### src/rtl/dmem_arbiter.sv
`default_nettype none
// ============================================================================
// Module  : dmem_arbiter
// Purpose : Two-port arbiter/sequencer in front of a single-ported data
//           memory. Holds strobes for MEM_LAT cycles, then pulses one ack.
// Option  : define DMEM_ARB_RR_EN for round-robin tie-breaking
//           (default build: fixed priority, port 0 wins ties).
// Revision: 1.0 - initial release
// ============================================================================
module dmem_arbiter #(
  parameter int MEM_LAT = 1,
  parameter int ADDR_W  = 32,
  parameter int DATA_W  = 32
) (
  input  logic              clk_i,
  input  logic              rst_i,

  input  logic              m0_req_i,
  input  logic              m0_we_i,
  input  logic [ADDR_W-1:0] m0_addr_i,
  input  logic [DATA_W-1:0] m0_wdata_i,
  output logic              m0_ack_o,
  output logic [DATA_W-1:0] m0_rdata_o,

  input  logic              m1_req_i,
  input  logic              m1_we_i,
  input  logic [ADDR_W-1:0] m1_addr_i,
  input  logic [DATA_W-1:0] m1_wdata_i,
  output logic              m1_ack_o,
  output logic [DATA_W-1:0] m1_rdata_o,

  output logic [ADDR_W-1:0] mem_addr_o,
  output logic              mem_write_o,
  output logic              mem_read_o,
  output logic [DATA_W-1:0] mem_wdata_o,
  input  logic [DATA_W-1:0] mem_rdata_i,

  output logic              busy_o,
  output logic              grant_o
);

  localparam logic [1:0] c_IDLE   = 2'd0;
  localparam logic [1:0] c_ACCESS = 2'd1;
  localparam logic [1:0] c_DONE   = 2'd2;

  localparam logic [3:0] c_LAT_M1 = 4'(MEM_LAT - 1);

  logic [1:0]        r_state;
  logic [3:0]        r_cnt;
  logic              r_we;
  logic              r_grant;
  logic [ADDR_W-1:0] r_addr;
  logic [DATA_W-1:0] r_wdata;
  logic [DATA_W-1:0] r_rdata0;
  logic [DATA_W-1:0] r_rdata1;

  logic w_any_req;
  logic w_sel1;
  logic w_access;
  logic w_done;

  assign w_any_req = m0_req_i | m1_req_i;

`ifdef DMEM_ARB_RR_EN
  // Last-grant pointer starts at 1 so the very first tie goes to port 0.
  logic r_last;

  always_ff @(posedge clk_i or negedge rst_i) begin
    if (!rst_i) begin
      r_last <= 1'b1;
    end else if (r_state == c_IDLE && w_any_req) begin
      r_last <= w_sel1;
    end
  end

  assign w_sel1 = m1_req_i & (~m0_req_i | ~r_last);
`else
  assign w_sel1 = m1_req_i & ~m0_req_i;
`endif

  always_ff @(posedge clk_i or negedge rst_i) begin
    if (!rst_i) begin
      r_state <= c_IDLE;
      r_cnt   <= '0;
      r_we    <= 1'b0;
      r_grant <= 1'b0;
      r_addr  <= '0;
      r_wdata <= '0;
    end else begin
      case (r_state)
        c_IDLE: begin
          if (w_any_req) begin
            r_grant <= w_sel1;
            r_we    <= w_sel1 ? m1_we_i    : m0_we_i;
            r_addr  <= w_sel1 ? m1_addr_i  : m0_addr_i;
            r_wdata <= w_sel1 ? m1_wdata_i : m0_wdata_i;
            r_cnt   <= c_LAT_M1;
            r_state <= c_ACCESS;
          end
        end
        c_ACCESS: begin
          if (r_cnt == 4'd0) begin
            r_state <= c_DONE;
          end else begin
            r_cnt <= r_cnt - 4'd1;
          end
        end
        c_DONE: begin
          r_state <= c_IDLE;
        end
        default: begin
          r_state <= c_IDLE;
        end
      endcase
    end
  end

  // Read data is captured on the final ACCESS edge, only into the owner's port.
  always_ff @(posedge clk_i or negedge rst_i) begin
    if (!rst_i) begin
      r_rdata0 <= '0;
      r_rdata1 <= '0;
    end else if (r_state == c_ACCESS && r_cnt == 4'd0 && !r_we) begin
      if (r_grant) begin
        r_rdata1 <= mem_rdata_i;
      end else begin
        r_rdata0 <= mem_rdata_i;
      end
    end
  end

  assign w_access = (r_state == c_ACCESS);
  assign w_done   = (r_state == c_DONE);

  assign mem_addr_o  = r_addr;
  assign mem_wdata_o = r_wdata;
  assign mem_write_o = w_access &  r_we;
  assign mem_read_o  = w_access & ~r_we;

  assign m0_ack_o   = w_done & ~r_grant;
  assign m1_ack_o   = w_done &  r_grant;
  assign m0_rdata_o = r_rdata0;
  assign m1_rdata_o = r_rdata1;

  assign busy_o  = w_access | w_done;
  assign grant_o = r_grant;

endmodule
`default_nettype wire
### config.mk
export PLATFORM = sky130hd
export DESIGN_NAME = dmem_arbiter
export DESIGN_NICKNAME = d
export VERILOG_FILES = /design/src/rtl/dmem_arbiter.sv
export SDC_FILE = /design/constraint.sdc
export NUM_CORES = 1
export LEC_CHECK = 0
export CAP_MARGIN = 20
export CORE_UTILIZATION = 30
export CTS_BUF_LIST = sky130_fd_sc_hd__clkbuf_2
export DETAILED_ROUTE_END_ITERATION = 10
export GPL_TIMING_DRIVEN = 0
export PLACE_DENSITY_LB_ADDON = 0.2
export SYNTH_ARGS = -nofsm -noshare
export SYNTH_HDL_FRONTEND = slang
export SYNTH_SLANG_ARGS = --single-unit
### constraint.sdc
create_clock -name clk_i -period 4.3 [get_ports clk_i]
set_clock_uncertainty 0.2 [all_clocks]
set_input_delay 0.86 -clock clk_i [delete_from_list [all_inputs] [get_ports clk_i]]
set_output_delay 0.86 -clock clk_i [all_outputs]
set_load 0.01 [all_outputs]
==> results of run 1 <==
[state kept, by name (all words and copies together), names as in the netlist]
signal       cells
m0_rdata_o      32
m1_rdata_o      32
mem_addr_o      32
mem_wdata_o     32
r_cnt            4
r_state          2
grant_o          1
r_we             1
[cells by family (layout without fill, tap and decap cells)]
| family | Yosys count | after routing | share of synthesized area, % |
|---|---|---|---|
| flip-flops | 136 | 136 | 58.1 |
| other | 0 | 2 | 0 |
| adder cells (fa/ha/maj) | 6 | 6 | 1.28 |
| multiplexers | 131 | 131 | 23.8 |
| AO/OA/AOI/OAI | 75 | 75 | 6.58 |
| AND/OR/NAND/NOR | 87 | 87 | 7.05 |
| buffers and inverters | 33 | 366 | 3.22 |
[worst reg2reg max path, delay by kind of cell (launching register included)]
family | cells | cell delay [ns]
fa+ha+maj | 1 | 0.20
simple gates | 2 | 0.54
buf+inv | 3 | 0.39
mux | 1 | 0.35
flops | 1 | 0.46
[cell usage in the layout, fill, tap and decap left out, types with 2 or more instances in the layout]
cell             netlist  routed
buf_1                  2       2
buf_2                  4       4
bufinv_16              0       2
nand3b_1               2       2
nand3_1                3       3
mux2_1                 4       4
inv_6                  0       5
a21oi_1                3       3
ha_1                   6       6
mux2_2                62      62
buf_4                 10      10
clkinv_4               0       3
mux2i_1               65      65
buf_6                  3       4
and2_1                 2       2
clkdlybuf4s50_1        0     298
inv_1                  4       4
clkinvlp_4             0       3
dfrtp_1              136     136
diode_2                0       2
o21ai_0               69      69
nand2_1               65      65
clkbuf_1              10      10
clkbuf_2               0      17
nor2b_1                3       3
[cell usage after synthesis, drive strengths merged (2+ instances only)]
| library cell | number |
|---|---|
| dfrtp | 136 |
| o21ai | 69 |
| mux2 | 66 |
| mux2i | 65 |
| nand2 | 65 |
| buf | 19 |
| clkbuf | 10 |
| ha | 6 |
| inv | 4 |
| a21oi | 3 |
| nand3 | 3 |
| nand3b | 3 |
| nor2b | 3 |
| and2 | 2 |
| nor3b | 2 |
[metrics by stage]
stage	setup TNS [ns]	hold WS [ns]
final	0	0.309
after floorplan	0	0.264
after CTS	0	0.315
after detailed placement	0	0.270
after global routing	0	0.340
after global placement	-414.74	0.262
[routing by layer]
layer	GRT usage [%]	vias to the layer above
li1	-	2279
met1	20.5	2288
met2	31.3	207
met3	6.45	12
met4	5.09	0
met5	0	-
[power breakdown]
group          switching (W)  internal [W]
logic                0.00131       0.00175
registers           0.000342       0.00190
clock network       0.000522      0.000280
[worst paths after layout]
kind | end | slack [ns] | depth (start not counted)
min in group asynchronous | m1_rdata_o[30]$_DFFE_PN0P_ | 0.52 | 2
worst max-delay path | mem_write_o | 0.75 | 5
worst max register to register | m1_rdata_o[28]$_DFFE_PN0P_ | 2.06 | 7
worst min register to register | mem_wdata_o[31]$_DFFE_PN0P_ | 0.31 | 2
max in group asynchronous | mem_wdata_o[14]$_DFFE_PN0P_ | 2.60 | 3
worst min-delay path | mem_wdata_o[31]$_DFFE_PN0P_ | 0.31 | 2
[cell type report]
cell class | count | area, µm²
Antenna cell | 2 | 5.00
Buffer | 29 | 174
Clock buffer | 17 | 85.1
Clock inverter | 15 | 168
Fill cell | 1710 | 9420
Inverter | 4 | 15.0
Multi-Input combinational cell | 299 | 2270
Sequential cell | 136 | 3400
Tap cell | 260 | 325
Timing Repair Buffer | 301 | 3030
[what timing repair did]
item                                    CTS  global route
endpoints found under the hold margin    71             0
endpoints found under the setup margin    0             0
hold buffers                              1             0
==> flow_metrics.tcl, run 1 <==
set metrics [dict create \
    power.total_w 0.00611 \
    nNetsFinal 960 \
    cp_top_family "buffers and inverters" \
    drt_pass1_iterations 4 \
    max_cap_viol_count 0 \
    dp_hpwl_mm 13.6 \
    final_max_slew_viol_count 0 \
    syn_area_um2 5860 \
    numCtsBuffers 17 \
    die_area_um2 20100 \
    std_cell_rows 50 \
    fmax_mhz 282 \
    synth_top_area_share_pct 58.1 \
    status "completed" \
    cts_resized 0 \
    crit_path_end_kind "output pin" \
    grt-ovfl-total 0 \
    routed_wl_mm 17.4 \
    cts_tree "yes" \
    worst-path-buf-inv 3 \
    cp-startpoint "r_state[1]$_DFFE_PN0P_" \
    cts_setup_buffers 0 \
    grt_max_degree 73 \
    synth_warnings 0 \
    htree_levels 4 \
    ys_ff_latch 136 \
    initialDrtViolationCount 194 \
    hold_viol_final 0 \
    cp-start-kind "flip-flop" \
    ir_drop_mv 0.203 \
    vias 4786 \
    worstMarginPinSlew_ns 0.702 \
    drive_above_1_share_pct 14.6 \
    synth.largest_area_cell "dfrtp_1" \
    ys_async_sr_fraction_pct 100 \
    ant_nets 0 \
    grt_pass1_wl_mm 27.0 \
    start_util_pct 31.0 \
    grt_pass1_vias 4933 \
    p_per_area_nw_per_um2 645 \
    critPathMaxStageDelay_ns 0.54 \
    routedWlPerCell_um 16.4 \
    hp-class "reg2reg" \
    stdcell_count 1063 \
    slowest_stage "clkdlybuf4s50_1" \
    syn_to_final_growth_pct 61.7 \
    top_layer "met4" \
    clk_pin_slew_ns 0.21 \
    utilization_pct 50.1 \
    timing.rr.start "r_cnt[0]$_DFFE_PN0P_" \
    synth_cell_types 33 \
    dpl-instance-area_um2 9210 \
    wl_met1_mm 6.88 \
    critPathKind "reg2out" \
    path_max_fanout 10 \
    root_buffer "clkbuf_2" \
    crit_chain "inv_1 -> ha_1 -> clkbuf_1 -> and2_1 -> clkdlybuf4s50_1" \
    track_usage_pct 17.9 \
    dr_wl_met2_mm 8.88 \
    crit_arrival_ns 2.49 \
    vias_per_cell 4.50 \
    setup_violations 0 \
    synthCells 468 \
    period_share_pct 82.5 \
    worst_slack_ns 0.753 \
    io_buffers 299 \
    dr_wl_met3_mm 1.47 \
    dp.cells 1028 \
    finalInstanceArea_um2 9470 \
    min_period_ns 3.55 \
    synth-edff-count 0 \
    synthFlopType "dfrtp_1" \
    clockBufferDepth 2 \
    grt_setup_unrepaired "no" \
    hold_start "mem_wdata_o[31]$_DFFE_PN0P_" \
    core_um2 18900 \
    io_pins 300 \
    antenna_found_initial 1 \
    synth-seq-area-share_pct 58.1 \
    relSlewSlack_pct 53.2 \
    ys_top_cells_by_area "dfrtp_1 58%, mux2_2 12%, mux2i_1 11%" \
    crit_required_ns 3.24 \
    syn_nets 640 \
    dp_slack_ns 1.32 \
    clock_sinks 136 \
    fp.dieH_um 142 \
    p_leak_nw 3.96 \
    syn-mean-instance-area_um2 12.5 \
    drc 0 \
    gp_congestion 0.764 \
    die_x_um 142 \
    insertion_delay_ns 0.67 \
]
(Power assumes the default switching activity.)
==> run 2: changes to the inputs <==
- clock period: 4.3 -> 2.9 ns (I/O delays scaled with it)
==> flow_metrics.tcl, run 2 (synthesis results as in run 1) <==
set metrics [dict create \
    clock_sinks 136 \
    worstMarginPinSlew_ns 0.702 \
    crit_chain "buf_4 -> buf_4 -> ha_1 -> and2_1 -> dlygate4sd2_1" \
    mostFrequentLayoutCells "293 x clkdlybuf4s50_1, 136 x dfrtp_1, 69 x o21ai_0, 65 x mux2i_1, 65 x nand2_1" \
    dp_hpwl_mm 13.6 \
    ir_drop_mv 0.301 \
    drc 0 \
    start_util_pct 31.0 \
    routed_wl_mm 17.4 \
    crit_required_ns 2.12 \
    period_share_pct 94.8 \
    dpl-instance-area_um2 9210 \
    internal_power_w 0.00585 \
    hp-class "in2async" \
    max_cap_viol_count 0 \
    status "completed" \
    finalInstanceArea_um2 9510 \
    grt_max_degree 73 \
    p_per_area_nw_per_um2 956 \
    std_cell_rows 50 \
    fp.dieH_um 142 \
    grt_pass1_vias 4952 \
    seqPwrFrac_pct 36.6 \
    cp_common_cell "buf_4" \
    relSlewSlack_pct 53.2 \
    p_leak_nw 4.00 \
    cts_tree "yes" \
    io_buffers 299 \
    root_buffer "clkbuf_2" \
    r2r_slack_ns 0.67 \
    gp_congestion 0.764 \
    htree_levels 4 \
    syn_to_final_growth_pct 62.2 \
    drt_pass1_iterations 4 \
    fmax_mhz 364 \
    critPathKind "reg2out" \
    setup_tns_ns 0 \
    cp-start-kind "flip-flop" \
    worst-path-buf-inv 3 \
    final_max_slew_viol_count 0 \
    clkPwrFrac_pct 13.1 \
    die_area_um2 20100 \
    vias 4799 \
    initialDrtViolationCount 165 \
    clockBufferDepth 2 \
    pwr-share-comb_pct 50.3 \
    drive_above_1_share_pct 15.4 \
    grt_pass1_wl_mm 27.1 \
    critPathMaxStageDelay_ns 0.43 \
    numCtsBuffers 17 \
    p_sw_w 0.00323 \
    nNetsFinal 963 \
    p_sw_share_pct 35.6 \
    min_period_ns 2.75 \
    io_pins 300 \
    insertion_delay_ns 0.68 \
    routedWlPerCell_um 16.3 \
    ant_nets 0 \
    crit_path_end_kind "output pin" \
    cp_top_family "buffers and inverters" \
    setup_violations 0 \
    antenna_found_initial 1 \
    slowest_stage "dfrtp_1" \
    clk_pin_slew_ns 0.23 \
    die_x_um 142 \
    path_max_fanout 2 \
    core_um2 18900 \
    hold_viol_final 0 \
    track_usage_pct 18.0 \
    crit_arrival_ns 1.97 \
    grt-ovfl-total 0 \
    vias_per_cell 4.50 \
    layout_commonest_cell "clkdlybuf4s50_1" \
]
-- run 2: area by class of cell --
class                      instances  area (µm²)
clock inverter                    15         168
multi-input combinational        299        2270
buffer                            29         184
clock buffer                      17        85.1
timing repair buffer             304        3050
inverter                           4        15.0
antenna                            2        5.00
fill                            1708        9390
sequential                       136        3400
tap                              260         325
-- run 2: final timing paths --
path	startpoint	depth (start not counted)	to
setup reg to reg	r_cnt[0]$_DFFE_PN0P_	7	m1_rdata_o[28]$_DFFE_PN0P_
hold / removal	rst_i	2	m0_rdata_o[23]$_DFFE_PN0P_
setup / recovery	r_state[1]$_DFFE_PN0P_	5	m1_ack_o
min in group clk_i	m0_addr_i[15]	3	mem_addr_o[15]$_DFFE_PN0P_
hold reg to reg	mem_wdata_o[31]$_DFFE_PN0P_	2	mem_wdata_o[31]$_DFFE_PN0P_
max in group asynchronous	rst_i	3	mem_wdata_o[14]$_DFFE_PN0P_
-- run 2: metal layers --
| metal | routed length, µm | global-route usage [%] |
|---|---|---|
| met1 | 6890 | 20.5 |
| met2 | 8910 | 31.5 |
| met3 | 1470 | 6.51 |
| met4 | 164 | 5.09 |
| met5 | 0 | 0 |
-- run 2: repair_timing --
action                                 4_1_cts  5_1_grt
buffers inserted                             2        1
cloned                                       0        0
hold buffers                                 1        0
gates resized for setup                     10        2
endpoints found under the hold margin       71        0
setup endpoints to repair                    5        3
-- run 2: power groups by stage --
stage | clock (W) | sequential, W | combinational (W)
after floorplan | 0 | 0.00376 | 0.00150
after global placement | 0 | 0.00335 | 0.00453
after detailed placement | 0 | 0.00339 | 0.00461
after CTS | 0.00124 | 0.00334 | 0.00466
after global routing | 0.00134 | 0.00346 | 0.00495
final | 0.00119 | 0.00333 | 0.00457
-- run 2: metrics by stage --
| step | worst slack [ns] | hold slack (ns) | power [W] | utilization (%) | cells |
|---|---|---|---|---|---|
| after floorplan | 0.838 | 0.0844 | 0.00526 | - | 468 |
| after global placement | -4.18 | 0.262 | 0.00788 | 48.6 | 1027 |
| after detailed placement | 0.200 | 0.270 | 0.00800 | 48.7 | 1028 |
| after CTS | 0.0301 | 0.158 | 0.00924 | 50.3 | 1063 |
| after global routing | -0.00208 | 0.163 | 0.00976 | 50.3 | 1066 |
| final | 0.150 | 0.238 | 0.00908 | 50.3 | 1066 |
